==> src/rtl/uart_pkg.sv <==
// Shared UART definitions: FSM encoding, parity modes, frame configuration
// and the defaults shared by the receive and transmit cores.
package uart_pkg;

  typedef enum logic [2:0] {
    ST_IDLE   = 3'd0,
    ST_START  = 3'd1,
    ST_DATA   = 3'd2,
    ST_PARITY = 3'd3,
    ST_STOP1  = 3'd4,
    ST_STOP2  = 3'd5,
    ST_BRK    = 3'd6
  } uart_state_e;

  typedef enum logic {
    PAR_EVEN = 1'b0,
    PAR_ODD  = 1'b1
  } parity_mode_e;

  // Frame format captured when a start bit is detected.
  typedef struct packed {
    logic         parity_en;
    parity_mode_e parity_mode;
    logic         two_stop;
  } uart_cfg_t;

  localparam int UART_OVERSAMPLE = 16;
  localparam int UART_DIV_W      = 16;

endpackage

==> src/rtl/uart_rx_param_if.sv <==
// Bus-side holding-register handshake of the UART receiver.
interface uart_rx_param_if
  import uart_pkg::*;
#(
  parameter int DATA_W = 8
) ();

  logic [DATA_W-1:0] out_data;
  logic              out_valid;
  logic              out_ready;
  logic              parity_err;
  logic              frame_err;
  logic              overrun_err;
  logic              err_clr;

  modport master (
    output out_data, out_valid, parity_err, frame_err, overrun_err,
    input  out_ready, err_clr
  );

  modport slave (
    input  out_data, out_valid, parity_err, frame_err, overrun_err,
    output out_ready, err_clr
  );

endinterface

==> src/rtl/uart_baud_tick.sv <==
// Oversample tick generator: one-cycle tick every baud_div+1 clocks,
// re-phased on demand so sampling lines up with a detected start edge.
module uart_baud_tick
  import uart_pkg::*;
#(
  parameter int DIV_W = UART_DIV_W
) (
  input  logic             clk,
  input  logic             reset,
  input  logic [DIV_W-1:0] baud_div,
  input  logic             resync,
  output logic             tick
);

  logic [DIV_W-1:0] cnt;

  // Down-counter, reloaded on expiry or on resync.
  always_ff @(posedge clk or posedge reset) begin
    if (reset) begin
      cnt <= '0;
    end else if (resync || cnt == '0) begin
      cnt <= baud_div;
    end else begin
      cnt <= cnt - 1'b1;
    end
  end

  assign tick = (cnt == '0);

endmodule

==> src/rtl/uart_rx_param.sv <==
// Parametrised UART receiver: synchroniser, oversampling frame FSM,
// shift register and valid/ready holding register with error status.
module uart_rx_param
  import uart_pkg::*;
#(
  parameter int DATA_W     = 8,
  parameter int OVERSAMPLE = UART_OVERSAMPLE,
  parameter int DIV_W      = UART_DIV_W
) (
  input  logic             clk,
  input  logic             reset,
  input  logic [DIV_W-1:0] baud_div,
  input  logic             parity_en,
  input  logic             parity_odd,
  input  logic             two_stop,
  input  logic             rx,
  uart_rx_param_if.master  ob,
  output logic             busy
);

  localparam int PH_W = $clog2(OVERSAMPLE);
  localparam int BC_W = $clog2(DATA_W + 1);
  localparam logic [PH_W-1:0] PH_MID  = PH_W'(OVERSAMPLE / 2 - 1);
  localparam logic [PH_W-1:0] PH_END  = PH_W'(OVERSAMPLE - 1);
  localparam logic [BC_W-1:0] BC_LAST = BC_W'(DATA_W - 1);

  logic              rx_p0, rx_p1, rxs;
  logic              tick, resync, cfg_load, bit_pt, slot_free;
  logic              done, done_ferr;
  uart_state_e       state, state_n;
  uart_cfg_t         cfg;
  logic [PH_W-1:0]   ph, ph_n;
  logic [BC_W-1:0]   bcnt, bcnt_n;
  logic [DATA_W-1:0] sh, sh_n;
  logic              perr_acc, perr_n, ferr_acc, ferr_n;

  assign rxs       = rx_p1;
  assign bit_pt    = tick && (ph == PH_END);
  assign busy      = (state != ST_IDLE);
  assign slot_free = !ob.out_valid || ob.out_ready;

  uart_baud_tick #(.DIV_W(DIV_W)) u_tick (
    .clk      (clk),
    .reset    (reset),
    .baud_div (baud_div),
    .resync   (resync),
    .tick     (tick)
  );

  // Two-flop synchroniser on the asynchronous line, idling high.
  always_ff @(posedge clk or posedge reset) begin
    if (reset) begin
      rx_p0 <= 1'b1;
      rx_p1 <= 1'b1;
    end else begin
      rx_p0 <= rx;
      rx_p1 <= rx_p0;
    end
  end

  // Frame FSM next-state, bit phase and sampling decisions.
  always_comb begin
    state_n   = state;
    ph_n      = ph;
    bcnt_n    = bcnt;
    sh_n      = sh;
    perr_n    = perr_acc;
    ferr_n    = ferr_acc;
    resync    = 1'b0;
    cfg_load  = 1'b0;
    done      = 1'b0;
    done_ferr = ferr_acc;
    if (state != ST_IDLE && state != ST_START && state != ST_BRK && tick) begin
      ph_n = (ph == PH_END) ? '0 : ph + 1'b1;
    end
    case (state)
      ST_IDLE: begin
        if (!rxs) begin
          state_n  = ST_START;
          ph_n     = '0;
          bcnt_n   = '0;
          perr_n   = 1'b0;
          ferr_n   = 1'b0;
          resync   = 1'b1;
          cfg_load = 1'b1;
        end
      end
      ST_START: begin
        if (tick) begin
          if (ph == PH_MID) begin
            ph_n    = '0;
            state_n = rxs ? ST_IDLE : ST_DATA;
          end else begin
            ph_n = ph + 1'b1;
          end
        end
      end
      ST_DATA: begin
        if (bit_pt) begin
          sh_n   = {rxs, sh[DATA_W-1:1]};
          bcnt_n = bcnt + 1'b1;
          if (bcnt == BC_LAST) begin
            state_n = cfg.parity_en ? ST_PARITY : ST_STOP1;
          end
        end
      end
      ST_PARITY: begin
        if (bit_pt) begin
          perr_n  = rxs != ((^sh) ^ (cfg.parity_mode == PAR_ODD));
          state_n = ST_STOP1;
        end
      end
      ST_STOP1: begin
        if (bit_pt) begin
          if (cfg.two_stop) begin
            ferr_n  = !rxs;
            state_n = ST_STOP2;
          end else begin
            done      = 1'b1;
            done_ferr = !rxs;
            state_n   = rxs ? ST_IDLE : ST_BRK;
          end
        end
      end
      ST_STOP2: begin
        if (bit_pt) begin
          done      = 1'b1;
          done_ferr = ferr_acc | !rxs;
          state_n   = done_ferr ? ST_BRK : ST_IDLE;
        end
      end
      ST_BRK: begin
        if (rxs) state_n = ST_IDLE;
      end
      default: state_n = ST_IDLE;
    endcase
  end

  // FSM control registers and configuration latch.
  always_ff @(posedge clk or posedge reset) begin
    if (reset) begin
      state    <= ST_IDLE;
      ph       <= '0;
      bcnt     <= '0;
      perr_acc <= 1'b0;
      ferr_acc <= 1'b0;
      cfg      <= '0;
    end else begin
      state    <= state_n;
      ph       <= ph_n;
      bcnt     <= bcnt_n;
      perr_acc <= perr_n;
      ferr_acc <= ferr_n;
      if (cfg_load) cfg <= '{parity_en, parity_mode_e'(parity_odd), two_stop};
    end
  end

  // Receive shift register (pure datapath, no reset needed).
  always_ff @(posedge clk) begin
    sh <= sh_n;
  end

  // Holding register, handshake and sticky overrun flag.
  always_ff @(posedge clk or posedge reset) begin
    if (reset) begin
      ob.out_data    <= '0;
      ob.out_valid   <= 1'b0;
      ob.parity_err  <= 1'b0;
      ob.frame_err   <= 1'b0;
      ob.overrun_err <= 1'b0;
    end else begin
      if (done && slot_free) begin
        ob.out_data   <= sh;
        ob.parity_err <= perr_acc;
        ob.frame_err  <= done_ferr;
        ob.out_valid  <= 1'b1;
      end else if (ob.out_valid && ob.out_ready) begin
        ob.out_valid  <= 1'b0;
      end
      if (done && !slot_free) begin
        ob.overrun_err <= 1'b1;
      end else if (ob.err_clr) begin
        ob.overrun_err <= 1'b0;
      end
    end
  end

endmodule
==> src/flat_wrapper.sv <==
// flat-port wrapper written by rule: the top's interface ports become plain ports
module uart_rx_param_flat import uart_pkg::*;
#(
  parameter int DATA_W     = 8,
  parameter int OVERSAMPLE = UART_OVERSAMPLE,
  parameter int DIV_W      = UART_DIV_W
)
  (clk, reset, baud_div, parity_en, parity_odd, two_stop, rx, busy, ob_out_data, ob_out_valid, ob_parity_err, ob_frame_err, ob_overrun_err, ob_out_ready, ob_err_clr);
  uart_rx_param_if #(.DATA_W(DATA_W)) ob_i ();
  input  logic clk;
  input  logic reset;
  input  logic [DIV_W-1:0] baud_div;
  input  logic parity_en;
  input  logic parity_odd;
  input  logic two_stop;
  input  logic rx;
  output logic busy;
  output wire logic [$bits(ob_i.out_data)-1:0] ob_out_data;
  output wire logic [$bits(ob_i.out_valid)-1:0] ob_out_valid;
  output wire logic [$bits(ob_i.parity_err)-1:0] ob_parity_err;
  output wire logic [$bits(ob_i.frame_err)-1:0] ob_frame_err;
  output wire logic [$bits(ob_i.overrun_err)-1:0] ob_overrun_err;
  input wire logic [$bits(ob_i.out_ready)-1:0] ob_out_ready;
  input wire logic [$bits(ob_i.err_clr)-1:0] ob_err_clr;
  assign ob_out_data = ob_i.out_data;
  assign ob_out_valid = ob_i.out_valid;
  assign ob_parity_err = ob_i.parity_err;
  assign ob_frame_err = ob_i.frame_err;
  assign ob_overrun_err = ob_i.overrun_err;
  assign ob_i.out_ready = ob_out_ready;
  assign ob_i.err_clr = ob_err_clr;
  uart_rx_param #(.DATA_W(DATA_W), .OVERSAMPLE(OVERSAMPLE), .DIV_W(DIV_W)) u_core (.clk(clk), .reset(reset), .baud_div(baud_div), .parity_en(parity_en), .parity_odd(parity_odd), .two_stop(two_stop), .rx(rx), .ob(ob_i), .busy(busy));
endmodule
==> config.mk <==
export PLATFORM = sky130hd
export DESIGN_NAME = uart_rx_param_flat
export DESIGN_NICKNAME = d
export VERILOG_FILES = /design/src/rtl/uart_pkg.sv /design/src/rtl/uart_rx_param_if.sv /design/src/rtl/uart_baud_tick.sv /design/src/rtl/uart_rx_param.sv /design/src/flat_wrapper.sv
export SDC_FILE = /design/constraint.sdc
export NUM_CORES = 1
export LEC_CHECK = 0
export ABC_AREA = 1
export BUFFER_PORTS_ARGS = -buffer_cell sky130_fd_sc_hd__buf_2
export CORE_ASPECT_RATIO = 0.7
export CORE_MARGIN = 2
export CORE_UTILIZATION = 40
export DETAILED_ROUTE_END_ITERATION = 12
export SYNTH_ARGS = -nofsm -noshare
export SYNTH_HDL_FRONTEND = slang
export SYNTH_SLANG_ARGS = --single-unit
==> constraint.sdc <==
create_clock -name clk -period 4.8 [get_ports clk]
set_input_delay 0.24 -clock clk [delete_from_list [all_inputs] [get_ports clk]]
set_output_delay 0.24 -clock clk [all_outputs]
set_load 0.01 [all_outputs]
==> reports/metrics.cfg <==
[logic_synthesis]
syn_area_mm2 = 0.00305
ys_seq_area_share_pct = 45.7
yosys_most_used_dff = dfrtp_1
synthTopCellsByArea = dfrtp_1 36%, nand2_1 15%, edfxtp_1 7.9%
syn_nets = 412
synth-seq-cells = 54
synth_area_leader_cell = dfrtp_1
yosys_warnings = 0
synth_edf_count = 8
syn-instance-count = 384
yosysTopAreaCellShare_pct = 36.1
syn_avg_cell_area_um2 = 7.95
postSynth.asyncResetShare_pct = 85.2
synth_cell_type_count = 33

[grt]
antenna_found_initial = 0
overflow = 0
grt_first_pass_wirelength_um = 11100
first_global_vias = 2314
track_usage_pct = 16.9
grt_max_degree = 47

[sta]
totalNegativeSetupSlack_ns = 0
finalCriticalPeriod_ns = 1.93
grt_setup_unrepaired = no
fmax_ghz = 0.518
setup_violations = 0
final_max_slew_viol_count = 0
period_share_pct = 40.2
hold_viol = 0
slew_headroom_pct = 34.0
worstMarginPinSlew_ns = 0.989
finalClockSkew_ns = 0.0137
hold_ws_ns = 0.0994

[cts]
cts_tree = yes
cts-root-buf = clkbuf_8
cts.sinks = 54
ctsResizeCount = 0
clock_latency_ns = 0.32
cts_max_path_buffers = 2
cts_buffers = 5
path_clk_slew_ns = 0.11
h-tree-depth = 2

[setup_path]
startpoint_type = flop
cp_slowest_cell = dfrtp_1
slowest_delay_ns = 0.42
crit_type = reg2reg
endpoint_kind = flop
path_cells = ha_1, nand2_1, nor2_1, nand3_2, inv_2, nand3_2, nand2_1, o21ai_2
critPathArrivalTime_ns = 2.14
worst-endpoint-required_ns = 5.01
critPathMaxFanout = 20

[floorplan]
ioPinCount = 37
die_w_um = 108
start_util_pct = 41.5
core_area_mm2 = 0.00735
dieArea_mm2 = 0.00836
die_y_um = 77.1
num_rows = 26

[min_path]
hold_path_class = in2reg

[placed_design]
dpl.hpwl_um = 4750
gp_congestion = 0.827
io_buffers = 36

[layout]
layout-drive-gt1-share_pct = 20.7
fillers = 745
antenna_cells = 0
layout_common_cells = 121 x nand2_1, 44 x dfrtp_1, 42 x inv_1
synthToLayoutAreaGrowth_pct = 12.7
final_common_cell = nand2_1
nets = 452

[power_and_ir_drop]
ir_drop_mv = 0.128
p_per_area_mw_per_mm2 = 305
p_seq_share_pct = 53.9
p_sw_share_pct = 29.4
pwr-share-clk_pct = 30.9
p_switching_uw = 308
combPwrFrac_pct = 15.2
p_int_uw = 740
power_leakage_uw = 0.00160

[routing]
viasPerCell = 4.63
first_pass_iters = 4
vias = 2419
drt_iter0_drc = 119
drc = 0
wl_per_cell_um = 12.1
wl_um = 6340
ant_nets = 0

[job]
drv_cap = 0

[outcome]
status = completed

## sequential cells by signal (all words and copies together) (netlist names)
signal and cells:
u_core.sh 8, u_core.cfg 3, u_core.ob.parity_err 1, u_core.ferr_acc 1, u_core.rx_p0 1, u_core.perr_acc 1
u_core.rx_p1 1, u_core.ob.frame_err 1, u_core.bcnt 4, u_core.ob.overrun_err 1, u_core.ob.out_valid 1, u_core.ob.out_data 8
u_core.u_tick.cnt 16, u_core.ph 4, u_core.state 3
## through the flow
stage / worst slack [ns] / power (µW) / cell area, µm² / util, % / std cells
after floorplan: 3.18 / 690 / 3050 / - / 384
after global placement: 2.93 / 732 / 3310 / 45.1 / 514
after detailed placement: 2.81 / 735 / 3310 / 45.1 / 514
after CTS: 2.82 / 1060 / 3430 / 46.7 / 522
after global routing: 2.61 / 1120 / 3440 / 46.8 / 523
final: 2.87 / 1050 / 3440 / 46.8 / 523
## power by group through the flow
| stage | Combinational (µW) | Sequential [µW] | Clock [µW] |
|---|---|---|---|
| 2_1_floorplan | 128 | 562 | 0 |
| 3_3_place_gp | 159 | 573 | 0 |
| 3_5_place_dp | 161 | 575 | 0 |
| 4_1_cts | 161 | 565 | 335 |
| 5_1_grt | 189 | 572 | 357 |
| 6_report | 160 | 565 | 324 |
## layer usage
layer	routed length (µm)	GRT usage [%]	vias to the layer above
met3	222	3.49	5
met5	0	0	-
met2	2570	23.3	36
met4	56	4.62	0
met1	3490	26.3	1085
li1	-	-	1293
## Yosys cell counts, types with 3 or more instances
| master | instances |
|---|---|
| nand3_2 | 3 |
| nand3_1 | 23 |
| dfrtp_1 | 44 |
| nor2_4 | 3 |
| nor2_2 | 9 |
| nand2_1 | 121 |
| buf_6 | 3 |
| xnor2_1 | 9 |
| edfxtp_1 | 8 |
| inv_1 | 43 |
| o21ai_0 | 21 |
| xor2_1 | 8 |
| a21oi_1 | 9 |
| nand2_2 | 4 |
| inv_2 | 4 |
| nand2_4 | 3 |
| o21ai_1 | 3 |
| nor2_1 | 32 |
| nand4_1 | 3 |
| o21ai_2 | 10 |
| o211ai_1 | 3 |
| ha_1 | 4 |
## path summary, 6_finish.rpt
kind | start | depth (start not counted) | slack (ns) | endpoint
worst max-delay path | u_core.ph[0]$_DFF_PP0_ | 8 | 2.87 | u_core.ob.out_data[3]$_DFFE_PP0P_
worst min-delay path | ob_err_clr | 2 | 0.1 | u_core.ob.overrun_err$_DFFE_PP0P_
worst max register to register | u_core.ph[0]$_DFF_PP0_ | 8 | 2.87 | u_core.ob.out_data[3]$_DFFE_PP0P_
worst min register to register | u_core.rx_p0$_DFF_PP1_ | 0 | 0.36 | u_core.rx_p1$_DFF_PP1_
max in group asynchronous | reset | 2 | 4.03 | u_core.u_tick.cnt[0]$_DFF_PP0_
min in group asynchronous | reset | 2 | 0.13 | u_core.ob.out_data[2]$_DFFE_PP0P_
## worst max-delay path, delay by kind of cell, from the launching register on
| family | cells | cell delay [ns] |
|---|---|---|
| buf+inv | 1 | 0.09 |
| fa+ha+maj | 1 | 0.21 |
| flops | 1 | 0.42 |
| simple gates | 5 | 1.04 |
| compound gates | 1 | 0.07 |
## area by class of cell
cell class	instances	area, µm²	area share, %
Multi-Input combinational cell	277	1430	41.5
Inverter	49	189	5.49
Tap cell	98	123	3.56
Timing Repair Buffer	37	190	5.53
Clock buffer	5	68.8	2.00
Sequential cell	54	1390	40.5
Clock inverter	3	47.5	1.38
## cell families after synthesis
family | count (synthesis) | share of synthesized area, %
compound gates | 50 | 10.1
xor+xnor | 17 | 4.88
fa+ha+maj | 4 | 1.64
buf+inv | 53 | 7.54
flops | 54 | 45.7
simple gates | 206 | 30.2
## timing repair
action | 4_1_cts | 5_1_grt
endpoints found under the hold margin | 0 | 1
hold buffers | 0 | 1
setup buffers | 0 | 0
Power figures use the tool's default switching activity.
